File: src/rtl/parallel_rx_pixel.sv
// Four-phase valid/ack byte receiver pairing bytes into tagged RGB565 pixels; ack and pixel load one cycle after synced valid.
// Backpressure: a new byte is not acked while a pixel is pending and not accepted. Optional resync timeout: PRX_TIMEOUT_EN.
module parallel_rx_pixel #(
    parameter int H_PIX          = 160,
    parameter int V_PIX          = 120,
    parameter int SYNC_STAGES    = 2,
    parameter int TIMEOUT_CYCLES = 1000000
) (
    input  logic                     clk,
    input  logic                     reset_p,
    input  logic                     valid,
    input  logic [7:0]               d_in,
    output logic                     ack,
    output logic [15:0]              pix_data,
    output logic                     pix_valid,
    input  logic                     pix_ready,
    output logic [$clog2(H_PIX)-1:0] pix_x,
    output logic [$clog2(V_PIX)-1:0] pix_y,
    output logic                     sof,
    output logic                     eol,
    output logic                     eof,
    output logic [15:0]              frame_cnt,
    output logic                     resync
);
    localparam int XW = $clog2(H_PIX);
    localparam int YW = $clog2(V_PIX);

    typedef enum logic {S_IDLE, S_WAIT_LOW} state_t;

    state_t                 state_q, state_d;
    logic [SYNC_STAGES-1:0] sync_q;
    logic                   valid_s;
    logic                   accept;
    logic                   phase_lo_q;
    logic [7:0]             hi_q;
    logic [XW-1:0]          x_q;
    logic [YW-1:0]          y_q;
    logic                   last_x, last_y;
    logic                   tmo_hit;
    logic [15:0]            pix_data_q;
    logic                   pix_valid_q;
    logic [XW-1:0]          pix_x_q;
    logic [YW-1:0]          pix_y_q;
    logic                   sof_q, eol_q, eof_q;
    logic [15:0]            frame_cnt_q;

    always_ff @(posedge clk) begin
        if (reset_p) sync_q <= '0;
        else         sync_q <= {sync_q[SYNC_STAGES-2:0], valid};
    end
    assign valid_s = sync_q[SYNC_STAGES-1];

    always_ff @(posedge clk) begin
        if (reset_p) state_q <= S_IDLE;
        else         state_q <= state_d;
    end

    always_comb begin
        state_d = state_q;
        case (state_q)
            S_IDLE:     if (accept)   state_d = S_WAIT_LOW;
            S_WAIT_LOW: if (!valid_s) state_d = S_IDLE;
            default:                  state_d = S_IDLE;
        endcase
    end

    // A byte is taken only when the output register is free or draining this cycle.
    always_comb begin
        ack    = (state_q == S_WAIT_LOW);
        accept = (state_q == S_IDLE) && valid_s && (!pix_valid_q || pix_ready);
    end

    assign last_x = (x_q == XW'(H_PIX - 1));
    assign last_y = (y_q == YW'(V_PIX - 1));

`ifdef PRX_TIMEOUT_EN
    localparam int TW = $clog2(TIMEOUT_CYCLES + 1);
    logic [TW-1:0] tmo_q;
    logic          tmo_run;
    logic          resync_q;

    // Only a partially received pixel or frame can stall; a clean (0,0)/HIGH position never times out.
    assign tmo_run = (state_q == S_IDLE) && (phase_lo_q || (x_q != '0) || (y_q != '0));
    assign tmo_hit = tmo_run && !accept && (tmo_q == TW'(TIMEOUT_CYCLES - 1));

    always_ff @(posedge clk) begin
        if (reset_p) begin
            tmo_q    <= '0;
            resync_q <= 1'b0;
        end else begin
            resync_q <= tmo_hit;
            if (accept || tmo_hit) tmo_q <= '0;
            else if (tmo_run)      tmo_q <= tmo_q + TW'(1);
        end
    end
    assign resync = resync_q;
`else
    // Constant 0 for any positive timeout: no counter exists in this build.
    assign tmo_hit = (TIMEOUT_CYCLES < 1);
    assign resync  = 1'b0;
`endif

    always_ff @(posedge clk) begin
        if (reset_p) begin
            phase_lo_q  <= 1'b0;
            hi_q        <= '0;
            x_q         <= '0;
            y_q         <= '0;
            pix_data_q  <= '0;
            pix_valid_q <= 1'b0;
            pix_x_q     <= '0;
            pix_y_q     <= '0;
            sof_q       <= 1'b0;
            eol_q       <= 1'b0;
            eof_q       <= 1'b0;
            frame_cnt_q <= '0;
        end else begin
            if (pix_valid_q && pix_ready) pix_valid_q <= 1'b0;
            if (accept && !phase_lo_q) begin
                hi_q       <= d_in;
                phase_lo_q <= 1'b1;
            end else if (accept) begin
                phase_lo_q  <= 1'b0;
                pix_data_q  <= {hi_q, d_in};
                pix_valid_q <= 1'b1;
                pix_x_q     <= x_q;
                pix_y_q     <= y_q;
                sof_q       <= (x_q == '0) && (y_q == '0);
                eol_q       <= last_x;
                eof_q       <= last_x && last_y;
                if (!last_x) begin
                    x_q <= x_q + XW'(1);
                end else begin
                    x_q <= '0;
                    if (last_y) begin
                        y_q         <= '0;
                        frame_cnt_q <= frame_cnt_q + 16'd1;
                    end else begin
                        y_q <= y_q + YW'(1);
                    end
                end
            end else if (tmo_hit) begin
                phase_lo_q <= 1'b0;
                x_q        <= '0;
                y_q        <= '0;
            end
        end
    end

    assign pix_data  = pix_data_q;
    assign pix_valid = pix_valid_q;
    assign pix_x     = pix_x_q;
    assign pix_y     = pix_y_q;
    assign sof       = sof_q;
    assign eol       = eol_q;
    assign eof       = eof_q;
    assign frame_cnt = frame_cnt_q;
endmodule

File: config.mk
export PLATFORM = sky130hd
export DESIGN_NAME = parallel_rx_pixel
export DESIGN_NICKNAME = d
export VERILOG_FILES = /design/src/rtl/parallel_rx_pixel.sv
export SDC_FILE = /design/constraint.sdc
export NUM_CORES = 1
export LEC_CHECK = 0
export CORE_ASPECT_RATIO = 1.75
export CORE_MARGIN = 3
export CORE_UTILIZATION = 46
export DETAILED_ROUTE_END_ITERATION = 10
export GPL_ROUTABILITY_DRIVEN = 0
export GPL_TIMING_DRIVEN = 0
export HOLD_SLACK_MARGIN = 0.12
export PLACE_DENSITY = 0.75
export REMOVE_ABC_BUFFERS = 1
export SYNTH_ARGS = -nofsm -noshare
export SYNTH_HDL_FRONTEND = slang
export SYNTH_SLANG_ARGS = --single-unit
File: constraint.sdc
create_clock -name clk -period 1.9 [get_ports clk]
set_input_delay 0.285 -clock clk [delete_from_list [all_inputs] [get_ports clk]]
set_output_delay 0.285 -clock clk [all_outputs]
set_load 0.005 [all_outputs]
==> qor.txt <==
Final HPWL from detailed placement: 4.98 mm
Buffers on Ports: 63
Critical Path Max Stage Delay: 530 ps
DRC: 0
Via count: 2969
Synth top area cells: dfxtp_1 (46%), nand2_1 (8.5%), a21oi_1 (7.7%)
Fin crit share: 97.8%
Diode count: 0
Hold buffers post-CTS: 0
Worst Hold Class: reg2reg
Multiplexer share of the synthesized area: 4.38%
Worst Path Arrival: 2070 ps
Critical path fanouts, max: 5
CP max stage cell: or4_4
Netlist cell types: 55
Largest family of logic cells by synthesized area: simple AND/OR/NAND/NOR gates
First-pass GRT wire length: 12.8 mm
Clock buffer depth: 2
Final setup vio count: 0
Seq cells post-synth: 78
Vias per inst: 5.46
Rel. slew slack: 42.1%
Final net count: 472
CTS Buf Count: 9
Initial antenna violation count: 0
Synth top area share: 46.3%
Routed WL: 7.96 mm
Final Hold Fails: 0
Most common cell in the netlist: dfxtp_1
CP Cell Sequence: ha_4, and4_4, nand2_8, or4_4, mux2_1
Compound-gate portion of the synthesized area: 12.4%
Worst hold slack: 448 ps
Fin Clk Skew: 6.31 ps
Remaining antenna violation count: 0
Seq/Total Area, Yosys: 46.3%
Reg2reg start: y_q[0]
Num ports: 65
Critical path startpoint: y_q[0]
Hold_sp: hi_q[6]
Tmin final: 1860 ps
Endpoint class of the critical path: register
Max-cap violation count: 0
Simple-gate share of the synthesized area: 27.9%
RSZ-0062 raised after global routing: true
WL/cell: 14.6 µm
Most common flop cell mapped by yosys: dfxtp_1
CORE AREA: 7010 µm²
PwrDens: 732 nW/µm²
EDFF count, synth: 0
Synth async-reset ratio: 0%
Largest area contributor in the netlist: dfxtp_1
Leak: 1.53 nW
CTS Sinks: 78
Initial Util: 48.1%
Crit path kind: reg2reg
Synth Area in Adders: 1.86%
Outcome: complete, no violations
Total Power Consumption: 3.28 mW
Fraction of layout cells with a size suffix above 1: 16.7%
Die ar.: 8430 µm²
Largest net degree at the start of global routing: 85
DR pass1 iterations: 4
Clock H-tree levels: 3
Root Driver: clkbuf_16
Reg clk slew, reported paths: 60 ps
Critical Path RT: 2110 ps
Die X-Extent: 70.7 µm
XOR/XNOR Fraction of Synth Area: 1.56%
Slew Viols, Final: 0
Total gr overflow: 0
Max Fclk: 0.538 GHz
Synth-to-Final Area Change: 32.7%
Setup TNS: 0 ps
Chip Height: 119 µm
Synth warn: 0
Maximum VDD drop: 0.617 mV
Synth Instances: 385
Row Count: 40
First DRT Iteration DRCs: 190
Syn Area/Cell: 8.76 µm²
Worst slew pin tran: 869 ps
Netlist Area Pre-Place: 3370 µm²
CTS tree: done
Commonest cells post-synth: dfxtp_1 (78), nand2_1 (76), a21oi_1 (52)
Vias in the first global route: 2807
Aggregate global-route resource usage: 18.4%
Setup crit start kind: register
Clock latency on the worst-skew pair: 330 ps
-- worst paths after layout --
check / slack (ps) / endpoint / depth (start not counted)
worst max-delay path: 40 / frame_cnt[6] / 5
worst min-delay path: 450 / pix_data[14] / 2
worst max register to register: 40 / frame_cnt[6] / 5
worst min register to register: 450 / pix_data[14] / 2
-- worst max-delay path: cells and delay by family, from the launching register on --
family,cells,cell delay (ps)
mux,1,320
simple gates,3,920
fa+ha+maj,1,150
flops,1,360
-- cells by family (layout without fill, tap and decap cells) --
kind of cell / after synthesis / count (layout)
mux: 14 / 14
other cells: 1 / 1
flops: 78 / 78
simple gates: 175 / 176
fa+ha+maj: 5 / 5
compound gates: 74 / 74
buf+inv: 32 / 106
xor+xnor: 6 / 6
-- placed cells by master, fill, tap and decap left out, drive strengths merged, types with 3 or more instances in the layout --
cell	Yosys	layout
a211oi	3	3
a21oi	52	52
and3	4	4
and4	5	5
buf	8	22
clkbuf	18	11
clkdlybuf4s50	0	62
clkinv	0	5
dfxtp	78	78
ha	5	5
inv	6	6
mux2	6	6
mux2i	8	8
nand2	76	76
nand3	15	15
nand4	10	11
nor2	21	21
nor2b	9	9
nor3	6	6
nor4	4	4
o21ai	6	6
o31ai	6	6
or3	4	4
or4	8	8
xnor2	3	3
xor2	3	3
-- stage by stage --
step	std cells	setup WS (ps)	area (µm²)	util [%]
final	544	42.3	4470	63.9
after floorplan	359	-220	3210	-
after detailed placement	508	-875	3970	56.7
after global placement	506	-1490	3940	56.3
after global routing	544	-29.9	4470	63.9
after CTS	531	4.79	4330	61.8
-- state kept, by name, indices dropped and copies added, names as in the netlist --
name	count
pix_valid	1
eol	1
x_q	8
pix_y	7
pix_data	16
sof	1
frame_cnt	16
sync_q	2
hi_q	8
ack	1
eof	1
phase_lo_q	1
y_q	7
pix_x	8
-- final cells by class --
type / count / area (µm²)
clock buffer: 11 / 243
clock inverter: 5 / 25.0
multi-input combinational: 276 / 1710
timing repair buffer: 84 / 793
fill: 615 / 2530
tap: 84 / 105
inverter: 6 / 22.5
sequential: 78 / 1580
-- power breakdown --
group,leakage (nW),internal [mW],switching [mW]
clock,0.139,0.908,0.627
combinational,0.759,0.0392,0.0525
sequential,0.634,1.64,0.00676
total,1.53,2.59,0.686
-- timing repair --
| item | CTS | global route |
|---|---|---|
| endpoints found under the hold margin | 0 | 0 |
| pin swaps | 1 | 3 |
| resized for setup | 12 | 12 |
| cloned | 0 | 1 |
| endpoints found under the setup margin | 57 | 16 |
| buffers inserted | 7 | 12 |
-- metal layers --
metal	share of wire, %	GRT usage (%)	vias to the layer above	routed length [µm]
met3	4.6	4.14	8	368
met4	1.3	7.76	0	101
met2	54	32.9	71	4320
met5	0	0	-	0
met1	40	20.4	1394	3170
li1	-	-	1496	-
Power figures use the tool's default switching activity.
